`src/rtl/tone_seq_pkg.sv`:
```
// tone_seq_pkg: state encoding, default widths and table entry layout for tone_seq_ctrl.
// ST_GAP is only reachable when TONE_SEQ_GAP_EN is defined.
package tone_seq_pkg;

  localparam int NSTEPS_DEF  = 8;
  localparam int DIV_W_DEF   = 16;
  localparam int DUR_W_DEF   = 12;
  localparam int TICK_SH_DEF = 10;

  typedef enum logic [2:0] {
    ST_IDLE = 3'd0,
    ST_LOAD = 3'd1,
    ST_RUN  = 3'd2,
    ST_FIN  = 3'd3,
    ST_GAP  = 3'd4
  } state_e;

  typedef struct packed {
    logic [DIV_W_DEF-1:0] half;
    logic [DUR_W_DEF-1:0] dur;
  } step_t;

endpackage

```
`src/rtl/tone_seq_ctrl_div_core.sv`:
```
// tone_div_core: half-period counter plus toggle flop producing the divided square wave.
// load_i clears counter and wave; a zero half-period holds the wave low (rest).
module tone_div_core #(
  parameter int DIV_W = 16
) (
  input  logic             clk_in,
  input  logic             rst_n,
  input  logic             load_i,
  input  logic             enable_i,
  input  logic [DIV_W-1:0] half_i,
  output logic             wave_o
);

  localparam logic [DIV_W-1:0] CNT_ONE = DIV_W'(1);

  logic [DIV_W-1:0] cnt_q, cnt_d;
  logic             wave_q, wave_d;

  always_comb begin
    cnt_d  = cnt_q;
    wave_d = wave_q;
    if (load_i) begin
      cnt_d  = '0;
      wave_d = 1'b0;
    end else if (enable_i && (half_i != '0)) begin
      if (cnt_q == half_i - CNT_ONE) begin
        cnt_d  = '0;
        wave_d = ~wave_q;
      end else begin
        cnt_d = cnt_q + CNT_ONE;
      end
    end
  end

  always_ff @(posedge clk_in) begin
    if (!rst_n) begin
      cnt_q  <= '0;
      wave_q <= 1'b0;
    end else begin
      cnt_q  <= cnt_d;
      wave_q <= wave_d;
    end
  end

  assign wave_o = wave_q;

endmodule

```
`src/rtl/tone_seq_ctrl.sv`:
```
// tone_seq_ctrl: plays a table of (half-period, duration) steps as a divided square wave.
// Defining TONE_SEQ_GAP_EN inserts a one-tick rest (ST_GAP) between consecutive steps.
//
//   state   | meaning
//   IDLE    | waiting for start; table writable
//   LOAD    | fetch entry[step_idx]; end marker -> FIN
//   RUN     | wave running, tick/duration counting
//   GAP     | one-tick rest before the next LOAD (TONE_SEQ_GAP_EN only)
//   FIN     | one-cycle done pulse
module tone_seq_ctrl
  import tone_seq_pkg::*;
#(
  parameter int NSTEPS  = NSTEPS_DEF,
  parameter int DIV_W   = DIV_W_DEF,
  parameter int DUR_W   = DUR_W_DEF,
  parameter int TICK_SH = TICK_SH_DEF
) (
  input  logic                      clk_in,
  input  logic                      rst_n,
  input  logic                      cfg_we,
  input  logic [$clog2(NSTEPS)-1:0] cfg_addr,
  input  logic [DIV_W-1:0]          cfg_half,
  input  logic [DUR_W-1:0]          cfg_dur,
  input  logic                      start,
  input  logic                      stop,
  input  logic                      loop,
  output logic                      busy,
  output logic                      done,
  output logic [$clog2(NSTEPS)-1:0] step_idx,
  output logic                      wave_out
);

  localparam int AW = $clog2(NSTEPS);
  localparam logic [AW-1:0]      IDX_ONE  = AW'(1);
  localparam logic [AW-1:0]      IDX_LAST = AW'(NSTEPS - 1);
  localparam logic [DUR_W-1:0]   DUR_ONE  = DUR_W'(1);
  localparam logic [TICK_SH-1:0] TICK_ONE = TICK_SH'(1);

  typedef struct packed {
    logic [DIV_W-1:0] half;
    logic [DUR_W-1:0] dur;
  } entry_t;

  entry_t tbl_q [NSTEPS];
  entry_t cur_entry;

  state_e             state_q, state_d;
  logic [AW-1:0]      step_idx_q, step_idx_d;
  logic               loop_q, loop_d;
  logic [DIV_W-1:0]   half_q, half_d;
  logic [DUR_W-1:0]   dur_q, dur_d;
  logic [DUR_W-1:0]   dur_cnt_q, dur_cnt_d;
  logic [TICK_SH-1:0] tick_cnt_q, tick_cnt_d;
  logic               tick, last_step, step_end, seq_end;
  logic               div_load, div_en;

  // Table is frozen outside IDLE and deliberately not reset.
  always_ff @(posedge clk_in) begin
    if (cfg_we && (state_q == ST_IDLE)) begin
      tbl_q[cfg_addr] <= {cfg_half, cfg_dur};
    end
  end

  assign cur_entry = tbl_q[step_idx_q];
  assign tick      = &tick_cnt_q;
  assign last_step = (step_idx_q == IDX_LAST);
  // Step ends on the tick that brings the duration count up to dur.
  assign step_end  = (state_q == ST_RUN) && tick && ((dur_cnt_q + DUR_ONE) == dur_q);
  assign seq_end   = last_step && !loop_q;

  always_ff @(posedge clk_in) begin
    if (!rst_n) begin
      state_q <= ST_IDLE;
    end else begin
      state_q <= state_d;
    end
  end

  always_comb begin
    state_d = state_q;
    case (state_q)
      ST_IDLE: if (start && !stop) state_d = ST_LOAD;
      ST_LOAD: state_d = (cur_entry.dur == '0) ? ST_FIN : ST_RUN;
      ST_RUN: begin
        if (step_end) begin
          if (seq_end) begin
            state_d = ST_FIN;
          end else begin
`ifdef TONE_SEQ_GAP_EN
            state_d = ST_GAP;
`else
            state_d = ST_LOAD;
`endif
          end
        end
      end
`ifdef TONE_SEQ_GAP_EN
      ST_GAP: if (tick) state_d = ST_LOAD;
`endif
      ST_FIN:  state_d = ST_IDLE;
      default: state_d = ST_IDLE;
    endcase
    if (stop && (state_q != ST_IDLE)) state_d = ST_IDLE;
  end

  always_comb begin
    busy = 1'b0;
    done = 1'b0;
    case (state_q)
      ST_LOAD, ST_RUN, ST_GAP: busy = 1'b1;
      ST_FIN:                  done = 1'b1;
      default: ;
    endcase
    div_en   = (state_q == ST_RUN);
    div_load = !div_en || step_end || stop;
  end

  always_comb begin
    step_idx_d = step_idx_q;
    loop_d     = loop_q;
    half_d     = half_q;
    dur_d      = dur_q;
    dur_cnt_d  = dur_cnt_q;
    tick_cnt_d = tick_cnt_q;
    case (state_q)
      ST_IDLE: begin
        if (start && !stop) begin
          step_idx_d = '0;
          loop_d     = loop;
        end
      end
      ST_LOAD: begin
        half_d     = cur_entry.half;
        dur_d      = cur_entry.dur;
        dur_cnt_d  = '0;
        tick_cnt_d = '0;
      end
      ST_RUN: begin
        tick_cnt_d = tick_cnt_q + TICK_ONE;
        if (tick) dur_cnt_d = dur_cnt_q + DUR_ONE;
        if (step_end && !seq_end) step_idx_d = last_step ? '0 : step_idx_q + IDX_ONE;
      end
      ST_GAP: tick_cnt_d = tick_cnt_q + TICK_ONE;
      default: ;
    endcase
  end

  always_ff @(posedge clk_in) begin
    if (!rst_n) begin
      step_idx_q <= '0;
      loop_q     <= 1'b0;
      half_q     <= '0;
      dur_q      <= '0;
      dur_cnt_q  <= '0;
      tick_cnt_q <= '0;
    end else begin
      step_idx_q <= step_idx_d;
      loop_q     <= loop_d;
      half_q     <= half_d;
      dur_q      <= dur_d;
      dur_cnt_q  <= dur_cnt_d;
      tick_cnt_q <= tick_cnt_d;
    end
  end

  tone_div_core #(.DIV_W(DIV_W)) u_div (
    .clk_in   (clk_in),
    .rst_n    (rst_n),
    .load_i   (div_load),
    .enable_i (div_en),
    .half_i   (half_q),
    .wave_o   (wave_out)
  );

  assign step_idx = step_idx_q;

endmodule

```
`config.mk`:
```
export PLATFORM = sky130hd
export DESIGN_NAME = tone_seq_ctrl
export DESIGN_NICKNAME = d
export VERILOG_FILES = /design/src/rtl/tone_seq_pkg.sv /design/src/rtl/tone_seq_ctrl_div_core.sv /design/src/rtl/tone_seq_ctrl.sv
export SDC_FILE = /design/constraint.sdc
export NUM_CORES = 1
export LEC_CHECK = 0
export BUFFER_PORTS_ARGS = -buffer_cell sky130_fd_sc_hd__buf_2
export CELL_PAD_IN_SITES_DETAIL_PLACEMENT = 1
export CELL_PAD_IN_SITES_GLOBAL_PLACEMENT = 1
export CORE_MARGIN = 3
export CORE_UTILIZATION = 40
export DETAILED_ROUTE_END_ITERATION = 8
export PLACE_DENSITY = 0.63
export SETUP_SLACK_MARGIN = 0.02
export SLEW_MARGIN = 0
export SYNTH_ARGS = -nofsm -noshare
export SYNTH_HDL_FRONTEND = slang
export SYNTH_SLANG_ARGS = --single-unit
```
`constraint.sdc`:
```
create_clock -name clk_in -period 3.8 [get_ports clk_in]
set_input_delay 0.76 -clock clk_in [delete_from_list [all_inputs] [get_ports clk_in]]
set_output_delay 0.76 -clock clk_in [all_outputs]
set_load 0.005 [all_outputs]
```
-- After elaboration in Yosys (flattened, before gate mapping)
Memories as Yosys holds them, arrays and structs flattened. A register that Yosys moved wholly into a read port is not among the register bits.
Index checks and enable logic that the tools add are counted.
- memories: 1
- register bits after elaboration: 74
- RAM bits: 224
- memories (memory ; words ; width ; read ports ; clocked after Yosys merged registers in ; write ports ; line ; text):
    tbl_q ; 8 ; 28 ; 1 ; 1 ; 1 ; tone_seq_ctrl.sv:44 ; entry_t tbl_q [NSTEPS];
- equal/unequal tests: 11
- add/sub/neg operators: 5
- bitwise gates (word level): 2
- reductions and logical operators: 31
- mux-type cells: 19
- operators with widths (operator ; number):
    12-bit case mux with 2 select lines ; 1
    3-bit 2-to-1 mux ; 7
    10-bit case mux with 2 select lines ; 1
    16-bit by 1-bit adder with 16-bit output, second input constant ; 1
    16-bit equality test ; 1
    16-bit 2-to-1 mux ; 1
    16-bit nonzero test ; 1
    16-bit by 1-bit subtractor with 16-bit output, second input constant ; 1
    12-bit by 1-bit adder with 12-bit output, second input constant ; 1
    12-bit equality test ; 1
    12-bit zero test ; 1
    12-bit 2-to-1 mux ; 1
    10-bit by 1-bit adder with 10-bit output, second input constant ; 1
    10-bit AND reduction ; 1
    3-bit case mux with 3 select lines ; 1
    1-bit logical AND ; 8
    2-bit AND reduction ; 4
    3-bit by 2-bit equality test with 1-bit output, second input constant ; 2
    3-bit equality test, second input constant ; 2
    2-bit != test, second input constant ; 3
    3-bit case mux with 2 select lines ; 1
    2-bit nonzero test ; 3
    2-bit OR reduction ; 3
    1-bit 2-to-1 mux ; 5
    other kinds (11) ; 16

-- Depth between registers and ports, before layout
- depth after elaboration: 8
- mapped depth: 11
- mapped depth without buffers: 9

-- Cells and area by module
Synthesis repeated with hierarchy kept, for this count alone.
- cell total of the unflattened synthesis: 879
- area total of the unflattened synthesis: 12852.3 um^2
- by module, submodules not included (module ; cells each ; area an instance (um^2) ; seq. area each (um^2) ; instances):
    tone_seq_ctrl ; 705 ; 11441.0 ; 7907.6 ; 1
    tone_div_core ; 174 ; 1411.4 ; 340.3 ; 1

-- Worst setup path after synthesis
OpenSTA, ideal clock, no wires.
- path type: register -> register
- start point: reg state_q[0]
- end point: mem tbl_q[3][0] in the netlist's numbering, enable pin
- data arrival time: 2.971 ns
- clock period less this slack: 3.420 ns
- cell stages (with the launch flop): 6
- buffers on the path: 1
- slack: 0.380 ns
- required time: 3.352 ns
- cell sequence: dfxtp_1 > inv_1 > ha_1 > clkbuf_1 > nand2_1 > nor3_1
- word-level cells in the longest chain between the ends: 4
- RTL lines (what ; line ; text):
    start, declared ; tone_seq_ctrl.sv:47 ; state_e state_q, state_d;
    start signal, assigned ; tone_seq_ctrl.sv:75 ; state_q <= state_d;
    3-bit zero test ; tone_seq_ctrl.sv:59 ; if (cfg_we && (state_q == ST_IDLE)) begin
    1-bit logical AND ; tone_seq_ctrl.sv:59 ;
    1-bit 2-to-1 mux ; tone_seq_ctrl.sv:59 ;
    1-bit 2-to-1 mux (not written as such) ; tone_seq_ctrl.sv:60 ; tbl_q[cfg_addr] <= {cfg_half, cfg_dur};
    end, declared ; tone_seq_ctrl.sv:44 ;
No other way between the ends.

-- Worst setup path in the final report
- start point: reg dur_cnt_q[2]
- end point: reg u_div.cnt_q[10]
- word-level cells in the longest chain between the ends: 6
- RTL lines (what ; line ; text):
    start, declared ; tone_seq_ctrl.sv:52 ; logic [DUR_W-1:0] dur_cnt_q, dur_cnt_d;
    start signal, assigned ; tone_seq_ctrl.sv:161 ; dur_cnt_q <= dur_cnt_d;
    12-bit by 1-bit adder with 12-bit output ; tone_seq_ctrl.sv:68 ; assign step_end = (state_q == ST_RUN) && tick && ((dur_cnt_q + DUR_ONE) == dur_q);
    12-bit equality test ; tone_seq_ctrl.sv:68 ;
    1-bit logical AND ; tone_seq_ctrl.sv:68 ;
    1-bit logical OR (2 in series) ; tone_seq_ctrl.sv:115 ; div_load = !div_en || step_end || stop;
    2-bit OR reduction (no line) ; - ;
    end signal, assigned ; tone_seq_ctrl_div_core.sv:40 ; cnt_q <= cnt_d;
    end, declared ; tone_seq_ctrl_div_core.sv:16 ; logic [DIV_W-1:0] cnt_q, cnt_d;
No other way between the ends.
A chain may end at the register's enable or synchronous reset.

==> results_dict.tcl <==
set metrics [dict create \
    status "finished clean" \
    tns_ns 0 \
    ys_ff_latch 300 \
    synth.area.top_cells "edfxtp_1 54%, dfxtp_1 12%, mux4_2 10%" \
    drt_first_pass_iters 5 \
    cp_data_arrival_time_ns 3.60 \
    synth.avg_cell_area_um2 14.82 \
    final_hold_viol_count 0 \
    startpoint "dur_cnt_q[2]" \
    die_h_um 183.3 \
    post-place-ws_ns 0.5890 \
    start_kind "flop" \
    ctsHoldBuffers 0 \
    synthSimpleGateAreaFrac 0.09477 \
    drive_above_1_share 0.1978 \
    crit_top_cell "nand4_1" \
    dp_hpwl_mm 17.28 \
    max_freq_mhz 309.1 \
    crit_type "flop to flop" \
    die_w_um 183.3 \
    critPathBufInv 0 \
    core_um2 30750 \
    synth_area_um2 12570 \
    dominantRegCellSynth "edfxtp_1" \
    htreeDepth 2 \
    gp_congestion 0.7681 \
    hold_path.class "flop to flop" \
    yosysTopAreaCellShare 0.5352 \
    grt_util_met3 0.03213 \
    worstMarginPinSlew_ns 0.9424 \
    worstPathCellList "and4_1 > nand4_1 > xnor2_1 > nor4_1 > nand3_1 > nand4_1 > nor3_1" \
    setup_ws_ns 0.5646 \
    synth_fp_nets 896 \
    grt_pass1_vias 7578 \
    leakage_nw 4.591 \
    synthMostInstantiatedCell "edfxtp_1" \
    slew_headroom 0.3717 \
    cpMaxStageDelayCell "nand4_1" \
    worstHoldStart "loop_q" \
    cpLargestDelayFamily "simple AND/OR/NAND/NOR gates" \
    antenna_cells 0 \
    min_period_over_period 0.8514 \
    yosys.area.top_type "edfxtp_1" \
    fp-row-count 64 \
    ir_drop_mv 0.3835 \
    post-route-min-period_ns 3.235 \
    path_max_fanout 17 \
    ys_warn_count 0 \
    start_util 0.4087 \
    fin_cells 1321 \
    syn_to_final_growth_pct 14.05 \
    p_per_area_nw_per_um2 503.3 \
    synth_edf_count 224 \
    grt_max_degree 58 \
    async_reset_ff_frac 0 \
    clock_path_buffers 3 \
    num_vias 7188 \
    use_met2 0.2691 \
    synth-compound-area-share 0.05953 \
    antenna_found_initial 3 \
    drc_errors 0 \
    clock-root-buffer "clkbuf_16" \
    ys_seq_area_frac 0.6562 \
    grt_overflow_total 0 \
    vias_per_cell 5.441 \
    netlist_instances 848 \
    met1_usage 0.2281 \
    final_max_slew_viol_count 0 \
    clock_sink_count 300 \
    synth_top_family_by_area "multiplexers" \
    ys_types 56 \
    grt_busiest_layer "met2" \
    cp-end-kind "flop" \
    setup_viol 0 \
    wl_per_cell_um 20.51 \
    finish.utilization 0.4661 \
    maxCapViolCount 0 \
    ios 43 \
    post_cts_resized 0 \
    grt_usage 0.1642 \
    slowest_delay_ns 0.70 \
    muxShareOfSynthArea 0.1250 \
    drt_iter0_drc 395 \
    layout.nets 948 \
    synthAdderAreaFrac 0.01095 \
    grt_pass1_wl_mm 43.52 \
    portBuffers 42 \
    required_ns 4.16 \
    synth-xor-area-share 0.03484 \
    fp.dieArea_um2 33580 \
    ys_top_cells_by_count "224 x edfxtp_1, 76 x dfxtp_1, 62 x nor2_1, 56 x mux4_2, 36 x nand2_1" \
    clk_latency_ns 0.51 \
    cts_tree "built" \
    rsz0062_at_grt "no" \
    clkTransAtPathRegs_ns 0.06 \
    cts_inserted_buffers 34 \
    placed_cells 1260 \
    antenna_left 0 \
    cts_setup_buffers 0 \
    wl_mm 27.09 \
    clock_skew_ns 0.01146 \
    rr_startpoint "dur_cnt_q[2]" \
]
==> worst min-delay path, stage by stage, from the launching register on <==
cell	delay [ns]
dfxtp_1	0.32
nand2_1	0.06
a21oi_1	0.05
==> final cells by class <==
class / count / area (um^2)
multi-input combinational: 493 / 4139
sequential: 300 / 8254
tap: 396 / 495.5
inverter: 11 / 41.29
fill: 3075 / 16420
clock buffer: 43 / 894.6
clock inverter: 18 / 163.9
timing repair buffer: 60 / 345.3
==> power breakdown <==
group | internal (mW) | leakage (nW) | switching (mW) | total, mW
registers | 3.61 | 2.65 | 0.0594 | 3.67
clock network | 1.82 | 0.522 | 1.28 | 3.10
logic | 0.169 | 1.42 | 0.272 | 0.441
total | 5.60 | 4.59 | 1.62 | 7.21
==> placed cells by master, fill, tap and decap left out, types with 6 or more instances in the layout <==
cell,instances
nand4_1,14
ha_1,10
clkinv_2,9
clkbuf_1,8
mux4_2,56
nand3_1,20
and2_1,7
buf_4,18
or3_1,10
clkbuf_16,34
nor2_1,58
dfxtp_1,73
buf_2,42
or4_1,6
nand2b_1,6
o21ai_0,24
xnor2_1,23
inv_1,10
nor4_1,8
a21oi_1,27
mux2i_1,31
a211oi_1,30
nand2_1,36
and4_1,6
xor2_1,27
edfxtp_1,224
nor3_1,29
==> through the flow <==
step	area [um^2]	hold slack [ns]	total power [mW]
2_1_floorplan	12570	0.4446	4.024
3_3_place_gp	13280	0.4672	4.173
3_5_place_dp	13280	0.4662	4.183
4_1_cts	14330	0.4797	7.334
5_1_grt	14330	0.5125	7.515
6_report	14330	0.4832	7.214
==> cells by family (layout without fill, tap and decap cells) <==
family / count (synthesis) / count (layout)
xor+xnor: 50 / 50
mux: 87 / 87
fa+ha+maj: 11 / 11
simple gates: 231 / 231
flops: 300 / 300
buf+inv: 55 / 132
compound gates: 114 / 114
==> flip-flops by register name, summed over array words and instances, names as in the netlist, named ones only <==
| register | cells |
|---|---|
| dur_cnt_q | 12 |
| dur_q | 12 |
| half_q | 16 |
| loop_q | 1 |
| state_q | 2 |
| step_idx | 3 |
| tbl_q | 224 |
| tick_cnt_q | 10 |
| u_div.cnt_q | 16 |
| u_div.wave_o | 1 |
==> routing by layer <==
layer  vias up  routed length (um)
met2        89               12970
met3        39                1000
met5         -                  34
met1      3633               12660
met4         6                 433
li1       3421                   -
==> final timing paths <==
path	endpoint	slack, ns	cells after the start
hold reg to reg	loop_q	0.48	2
setup / recovery	u_div.cnt_q[10]	0.56	7
setup reg to reg	u_div.cnt_q[10]	0.56	7
hold / removal	loop_q	0.48	2
Power figures use the tool's default switching activity.
